--- src/rtl/fpu_arbiter.sv ---
// Round-robin arbiter that shares one pipelined FPU between NUM_REQ requesters.
// It registers the granted operation, tags it with the requester ID and returns results on a shared bus.
module fpu_arbiter #(
    parameter int NUM_REQ        = 4,
    parameter int PIPELINE_DEPTH = 3,
    parameter int ID_W           = $clog2(NUM_REQ)
) (
    input  logic                   clk,
    input  logic                   reset,
    input  logic [NUM_REQ-1:0]     req_valid_i,
    output logic [NUM_REQ-1:0]     req_ready_o,
    input  logic [NUM_REQ*16-1:0]  req_opA_i,
    input  logic [NUM_REQ*16-1:0]  req_opB_i,
    input  logic [NUM_REQ*2-1:0]   req_op_i,
    output logic [15:0]            fpu_opA_o,
    output logic [15:0]            fpu_opB_o,
    output logic [1:0]             fpu_op_o,
    output logic [1:0]             fpu_status_o,
    input  logic [15:0]            fpu_result_i,
    input  logic [1:0]             fpu_status_i,
    output logic                   rsp_valid_o,
    output logic [ID_W-1:0]        rsp_id_o,
    output logic [15:0]            rsp_result_o,
    input  logic                   drain_i,
    output logic                   idle_o,
    output logic                   err_o
);

    // state | meaning
    // RUN   | granting one operation per cycle
    // DRAIN | no grants, waiting for the issue stage and tag pipe to empty
    // IDLE  | no grants, nothing in flight
    typedef enum logic [1:0] {ST_RUN, ST_DRAIN, ST_IDLE} state_e;

    localparam int CNT_W = $clog2(PIPELINE_DEPTH + 2);
    localparam logic [CNT_W-1:0] CHK_START = CNT_W'(PIPELINE_DEPTH + 1);

    state_e                                 state_q, state_d;
    logic [ID_W-1:0]                        rr_ptr_q, rr_ptr_d;
    logic [15:0]                            opa_q, opa_d, opb_q, opb_d;
    logic [1:0]                             op_q, op_d, status_q, status_d;
    logic [ID_W-1:0]                        issue_id_q, issue_id_d;
    logic [PIPELINE_DEPTH-1:0]              tag_vld_q, tag_vld_d;
    logic [PIPELINE_DEPTH-1:0][ID_W-1:0]    tag_id_q, tag_id_d;
    logic [CNT_W-1:0]                       cnt_q, cnt_d;
    logic                                   err_q, err_d;

    logic                                   grant_en, grant_vld, inflight, chk_en;
    logic [ID_W-1:0]                        grant_id, cand_id;
    int                                     cand;

    always_comb begin
        grant_en    = (state_q == ST_RUN) && !drain_i;
        grant_vld   = 1'b0;
        grant_id    = '0;
        cand        = 0;
        cand_id     = '0;
        req_ready_o = '0;
        for (int i = 0; i < NUM_REQ; i++) begin
            cand = int'(rr_ptr_q) + i;
            if (cand >= NUM_REQ) cand = cand - NUM_REQ;
            cand_id = ID_W'(cand);
            if (grant_en && !grant_vld && req_valid_i[cand_id]) begin
                grant_vld = 1'b1;
                grant_id  = cand_id;
            end
        end
        if (grant_vld) req_ready_o[grant_id] = 1'b1;
    end

    always_comb begin
        rr_ptr_d   = rr_ptr_q;
        opa_d      = opa_q;
        opb_d      = opb_q;
        op_d       = op_q;
        issue_id_d = issue_id_q;
        status_d   = 2'b00;
        if (grant_vld) begin
            rr_ptr_d   = (int'(grant_id) == NUM_REQ - 1) ? '0 : grant_id + 1'b1;
            opa_d      = req_opA_i[int'(grant_id)*16 +: 16];
            opb_d      = req_opB_i[int'(grant_id)*16 +: 16];
            op_d       = req_op_i[int'(grant_id)*2 +: 2];
            issue_id_d = grant_id;
            status_d   = 2'b01;
        end
    end

    // The issue register is the stage ahead of the tag pipe, lining the tail up with the FPU output.
    always_comb begin
        tag_vld_d    = '0;
        tag_id_d     = '0;
        tag_vld_d[0] = (status_q == 2'b01);
        tag_id_d[0]  = issue_id_q;
        for (int i = 1; i < PIPELINE_DEPTH; i++) begin
            tag_vld_d[i] = tag_vld_q[i-1];
            tag_id_d[i]  = tag_id_q[i-1];
        end
    end

    always_comb begin
        inflight = (status_q != 2'b00) || (|tag_vld_q);
        state_d  = state_q;
        case (state_q)
            ST_RUN:   if (drain_i)   state_d = ST_DRAIN;
            ST_DRAIN: if (!inflight) state_d = ST_IDLE;
            ST_IDLE:  if (!drain_i)  state_d = ST_RUN;
            default:                 state_d = ST_RUN;
        endcase
    end

    always_comb begin
        chk_en = (cnt_q == CHK_START);
        cnt_d  = chk_en ? cnt_q : cnt_q + 1'b1;
        err_d  = err_q | (chk_en && (tag_vld_q[PIPELINE_DEPTH-1] != (fpu_status_i != 2'b00)));
    end

    always_ff @(posedge clk or negedge reset) begin
        if (!reset) begin
            state_q    <= ST_RUN;
            rr_ptr_q   <= '0;
            opa_q      <= '0;
            opb_q      <= '0;
            op_q       <= '0;
            status_q   <= 2'b00;
            issue_id_q <= '0;
            tag_vld_q  <= '0;
            tag_id_q   <= '0;
            cnt_q      <= '0;
            err_q      <= 1'b0;
        end else begin
            state_q    <= state_d;
            rr_ptr_q   <= rr_ptr_d;
            opa_q      <= opa_d;
            opb_q      <= opb_d;
            op_q       <= op_d;
            status_q   <= status_d;
            issue_id_q <= issue_id_d;
            tag_vld_q  <= tag_vld_d;
            tag_id_q   <= tag_id_d;
            cnt_q      <= cnt_d;
            err_q      <= err_d;
        end
    end

    assign fpu_opA_o    = opa_q;
    assign fpu_opB_o    = opb_q;
    assign fpu_op_o     = op_q;
    assign fpu_status_o = status_q;
    assign rsp_valid_o  = tag_vld_q[PIPELINE_DEPTH-1];
    assign rsp_id_o     = tag_id_q[PIPELINE_DEPTH-1];
    assign rsp_result_o = fpu_result_i;
    assign idle_o       = (state_q == ST_IDLE) && !inflight;
    assign err_o        = err_q;

endmodule
--- config.mk ---
export PLATFORM = sky130hd
export DESIGN_NAME = fpu_arbiter
export DESIGN_NICKNAME = d
export VERILOG_FILES = /design/src/rtl/fpu_arbiter.sv
export SDC_FILE = /design/constraint.sdc
export NUM_CORES = 1
export LEC_CHECK = 0
export CAP_MARGIN = 20
export CELL_PAD_IN_SITES_DETAIL_PLACEMENT = 0
export CELL_PAD_IN_SITES_GLOBAL_PLACEMENT = 2
export CORE_MARGIN = 3
export CORE_UTILIZATION = 18
export DETAILED_ROUTE_END_ITERATION = 12
export PLACE_DENSITY = 0.86
export RECOVER_POWER = 25
export SLEW_MARGIN = 20
export SYNTH_ARGS = -nofsm -noshare
export SYNTH_HDL_FRONTEND = slang
export SYNTH_SLANG_ARGS = --single-unit
--- constraint.sdc ---
create_clock -name clk -period 3.1 [get_ports clk]
set_clock_uncertainty 0.2 [all_clocks]
set_input_delay 0.93 -clock clk [delete_from_list [all_inputs] [get_ports clk]]
set_output_delay 0.93 -clock clk [all_outputs]
set_load 0.005 [all_outputs]
==> results of run 1 <==
-- worst reg2reg max path: cells and delay by family (launching register included) --
kind | cells | cell delay, ns
and+or+nand+nor | 1 | 0.12
buffers and inverters | 3 | 0.78
DFF | 1 | 0.50
muxes | 1 | 0.29
AOI/OAI and AO/OA | 3 | 0.63
-- Yosys cell counts --
cell type / count / area share [%]
sky130_fd_sc_hd__inv_2: 2 / 0.23
sky130_fd_sc_hd__nor4_1: 1 / 0.19
sky130_fd_sc_hd__buf_6: 3 / 1.0
sky130_fd_sc_hd__a221oi_1: 4 / 1.1
sky130_fd_sc_hd__conb_1: 1 / 0.11
sky130_fd_sc_hd__dfrtp_1: 54 / 41
sky130_fd_sc_hd__o211ai_1: 1 / 0.23
sky130_fd_sc_hd__xnor2_1: 1 / 0.27
sky130_fd_sc_hd__inv_1: 5 / 0.57
sky130_fd_sc_hd__a221oi_2: 30 / 14
sky130_fd_sc_hd__buf_12: 1 / 0.61
sky130_fd_sc_hd__o41ai_4: 1 / 0.84
sky130_fd_sc_hd__and3_1: 1 / 0.19
sky130_fd_sc_hd__nand2b_1: 1 / 0.19
sky130_fd_sc_hd__o21bai_1: 1 / 0.23
sky130_fd_sc_hd__nand3b_1: 1 / 0.23
sky130_fd_sc_hd__o2111ai_1: 1 / 0.27
sky130_fd_sc_hd__a21oi_1: 3 / 0.46
sky130_fd_sc_hd__o21ai_1: 2 / 0.31
sky130_fd_sc_hd__nor2_1: 40 / 4.6
sky130_fd_sc_hd__o31ai_1: 1 / 0.23
sky130_fd_sc_hd__nor2_2: 1 / 0.19
sky130_fd_sc_hd__nand2_1: 11 / 1.3
sky130_fd_sc_hd__o21ai_0: 2 / 0.31
sky130_fd_sc_hd__mux2i_1: 68 / 21
sky130_fd_sc_hd__buf_2: 6 / 0.92
sky130_fd_sc_hd__ha_1: 3 / 1.1
sky130_fd_sc_hd__and2_1: 3 / 0.57
sky130_fd_sc_hd__buf_8: 3 / 1.4
sky130_fd_sc_hd__a211oi_1: 1 / 0.23
sky130_fd_sc_hd__nor3_1: 1 / 0.15
sky130_fd_sc_hd__a21o_1: 1 / 0.23
sky130_fd_sc_hd__nor3_2: 1 / 0.31
sky130_fd_sc_hd__xor2_1: 1 / 0.27
sky130_fd_sc_hd__buf_4: 23 / 5.3
sky130_fd_sc_hd__and3b_1: 1 / 0.27
-- registers in the layout, indices dropped and copies added (netlist names), 2 cells and up --
| name | cells |
|---|---|
| state_q | 2 |
| issue_id_q | 2 |
| fpu_opA_o | 16 |
| rr_ptr_q | 2 |
| fpu_op_o | 2 |
| fpu_opB_o | 16 |
| tag_id_d | 4 |
| tag_vld_q | 3 |
| rsp_id_o | 2 |
| cnt_q | 3 |
-- power by group --
group | switching [mW] | internal [mW] | total, mW
Sequential | 0.187 | 1.01 | 1.19
Combinational | 0.769 | 1.09 | 1.86
Clock | 0.288 | 0.310 | 0.599
-- kinds of logic (layout without fill, tap and decap cells) --
| group | after synthesis | count (layout) | share of synthesized area (%) |
|---|---|---|---|
| flops | 54 | 54 | 41.21 |
| mux | 68 | 68 | 20.76 |
| xor+xnor | 2 | 2 | 0.5342 |
| buf+inv | 43 | 224 | 9.996 |
| other cells | 1 | 1 | 0.1144 |
| simple gates | 62 | 62 | 8.127 |
| fa+ha+maj | 3 | 3 | 1.145 |
| compound gates | 48 | 48 | 18.12 |
-- layer usage --
layer / wire length (um) / GRT usage, % / up-vias
li1: - / - / 1372
met2: 5461 / 18.95 / 131
met5: 0 / 0 / -
met4: 102 / 2.499 / 0
met1: 3926 / 11.25 / 1362
met3: 864 / 3.596 / 13
-- repair_timing --
item                       in CTS  in global routing
setup buffers                   7                  0
pin swaps                       7                  2
resized for setup              52                  3
setup endpoints to repair      26                  5
hold buffers                    0                  0
-- how the worst min path moves through the flow --
| stage | to | slack (ns) |
|---|---|---|
| 4_1_cts | rsp_id_o[0] | 0.16 |
| 2_1_floorplan | rsp_id_o[0] | 0.13 |
| 3_5_place_dp | rsp_id_o[0] | 0.14 |
| 3_3_place_gp | rsp_id_o[1] | 0.13 |
| 5_1_grt | rsp_id_o[1] | 0.17 |
| 6_report | tag_id_d[4] | 0.16 |
-- final cells by class --
class                      instances  area [um2]
multi-input combinational        184        1693
timing repair buffer             209        2047
tap                              225       281.5
sequential                        54        1351
clock inverter                     3       28.78
clock buffer                       5       125.1
fill                            1763       11980
inverter                           7       31.28
==> impl_metrics.toml, run 1 <==
[clocking]
cts-root-to-sink-buffers = 2
cts_tree = "done"
worstSkewPairLatency_ns = 0.30
clock_sinks = 54
root_buffer = "sky130_fd_sc_hd__clkbuf_16"
cts-buffers-inserted = 5
cts.reportedPaths.clkPinSlew_ns = 0.08
ctsHtreeMaxLevel = 2

[placement]
port_buffers = 188
dp_cells = 672
place_worst_setup_slack_ns = -0.9554
dpl.hpwl_um = 7984
place_congestion = 0.8201
placed_cell_area_mm2 = 0.005334

[grt]
grt_pass1_wl_um = 16420
antenna_found_initial = 0
number_of_global_route_vias_before_repair = 3174
grt.total_usage_pct = 10.28
grt_start_max_net_pins = 55
global_route.overflow_total = 0

[setup_path]
critPathLaunchType = "primary input"
worst_path_arrival_ns = 2.02
crit_start = "req_valid_i[1]"
setup.reg_to_reg.worst_slack_ns = 0.50
r2r-end = "fpu_opA_o[1]"
worst_setup_path_end_kind = "output pin"
worstSetupPathType = "in -> out"
ff2ff_path_depth = 8
cp_cell_sequence = "buf_8 -> inv_4 -> o211ai_1 -> o2111ai_4 -> buf_6 -> inv_4 -> ha_4 -> and2_4 -> buf_6"
worst_r2r_src = "rr_ptr_q[1]"
critical_path.max_stage_delay_ns = 0.27
worstPathBufferInverterCount = 5
endpoint = "req_ready_o[3]"
cp.required_ns = 1.97
worst_path_max_delay_cell = "sky130_fd_sc_hd__o211ai_1"
critical-path-top-delay-family = "compound AO/OA/AOI/OAI gates"
path_depth = 9
path_max_fanout = 3

[route]
routed_via_density = 4.189
drt_pre_antenna_iters = 4
num_vias = 2878
drt_iter0_markers = 73
postRouteWirelength_um = 10360
postRouteAntennaNets = 0
post-route-drc-count = 0
wire_per_inst_um = 15.07

[layout]
mostFrequentLayoutCells = "sky130_fd_sc_hd__clkdlybuf4s50_1 (178), sky130_fd_sc_hd__mux2i_1 (68), sky130_fd_sc_hd__dfrtp_1 (54)"
stdcell_area_mm2 = 0.005558
layout-drive-gt1-share_pct = 19.05
number_of_nets_at_the_end_of_the_flow = 625
finish.cell_count_without_fillers = 687
final_design_utilization_pct = 31.69
final_common_cell = "sky130_fd_sc_hd__clkdlybuf4s50_1"
antenna_cells = 0
flow.area_growth_from_synthesis_pct = 69.48

[pwr]
static_power_due_to_leakage_nw = 2.595
design_power_total_mw = 3.649
pwr_density_cell_mw_per_mm2 = 656.6
worst_ir_drop_vdd_mv = 0.2174

[synth]
syn_inst = 281
ys_ff_latch = 54
synth.yosys.seq_area_share_pct = 41.21
avgSynthCellArea_um2 = 11.67
syn_nets = 445
netlist_area_mm2 = 0.003279
yosysWarnings = 0
yosys.cell_types.count = 36

[hold_path]
hold-path-cell-count = 0
timing.hold.worst.class = "reg -> reg"
min_from = "tag_id_d[2]"

[sta]
finalHoldViolations = 0
period_share_pct = 101.8
rsz0062_at_grt = "true"
totalNegativeSetupSlack_ns = -0.06016
worst_slack_setup_final_ns = -0.05441
max_slew.worst_pin.slew_ns = 1.384
relSlewSlack_pct = 7.755
finalSetupViolCount = 2
max_freq_mhz = 317.0
drv_slew = 0
worst_hold_slack_ns = 0.1563
finalCriticalPeriod_ns = 3.154

[die]
die-width_um = 141.0
die_area_mm2 = 0.01987
number_of_cell_rows = 48
boundaryPins = 222
die_height_um = 141.0
start_util_pct = 18.70
fp.coreArea_mm2 = 0.01754

[outcome]
status = "complete, but fails checks"
failing_checks = "setup timing"

[flow_run]
drv_cap = 0
Note: power is estimated with default switching activity, not from simulation.
==> inputs of run 2 (changes only) <==
- GPL_TIMING_DRIVEN: default -> 1
- TNS_END_PERCENT: default -> 30
==> results of run 2 <==
No change in the layout: final DEF, timing and power equal those of run 1.
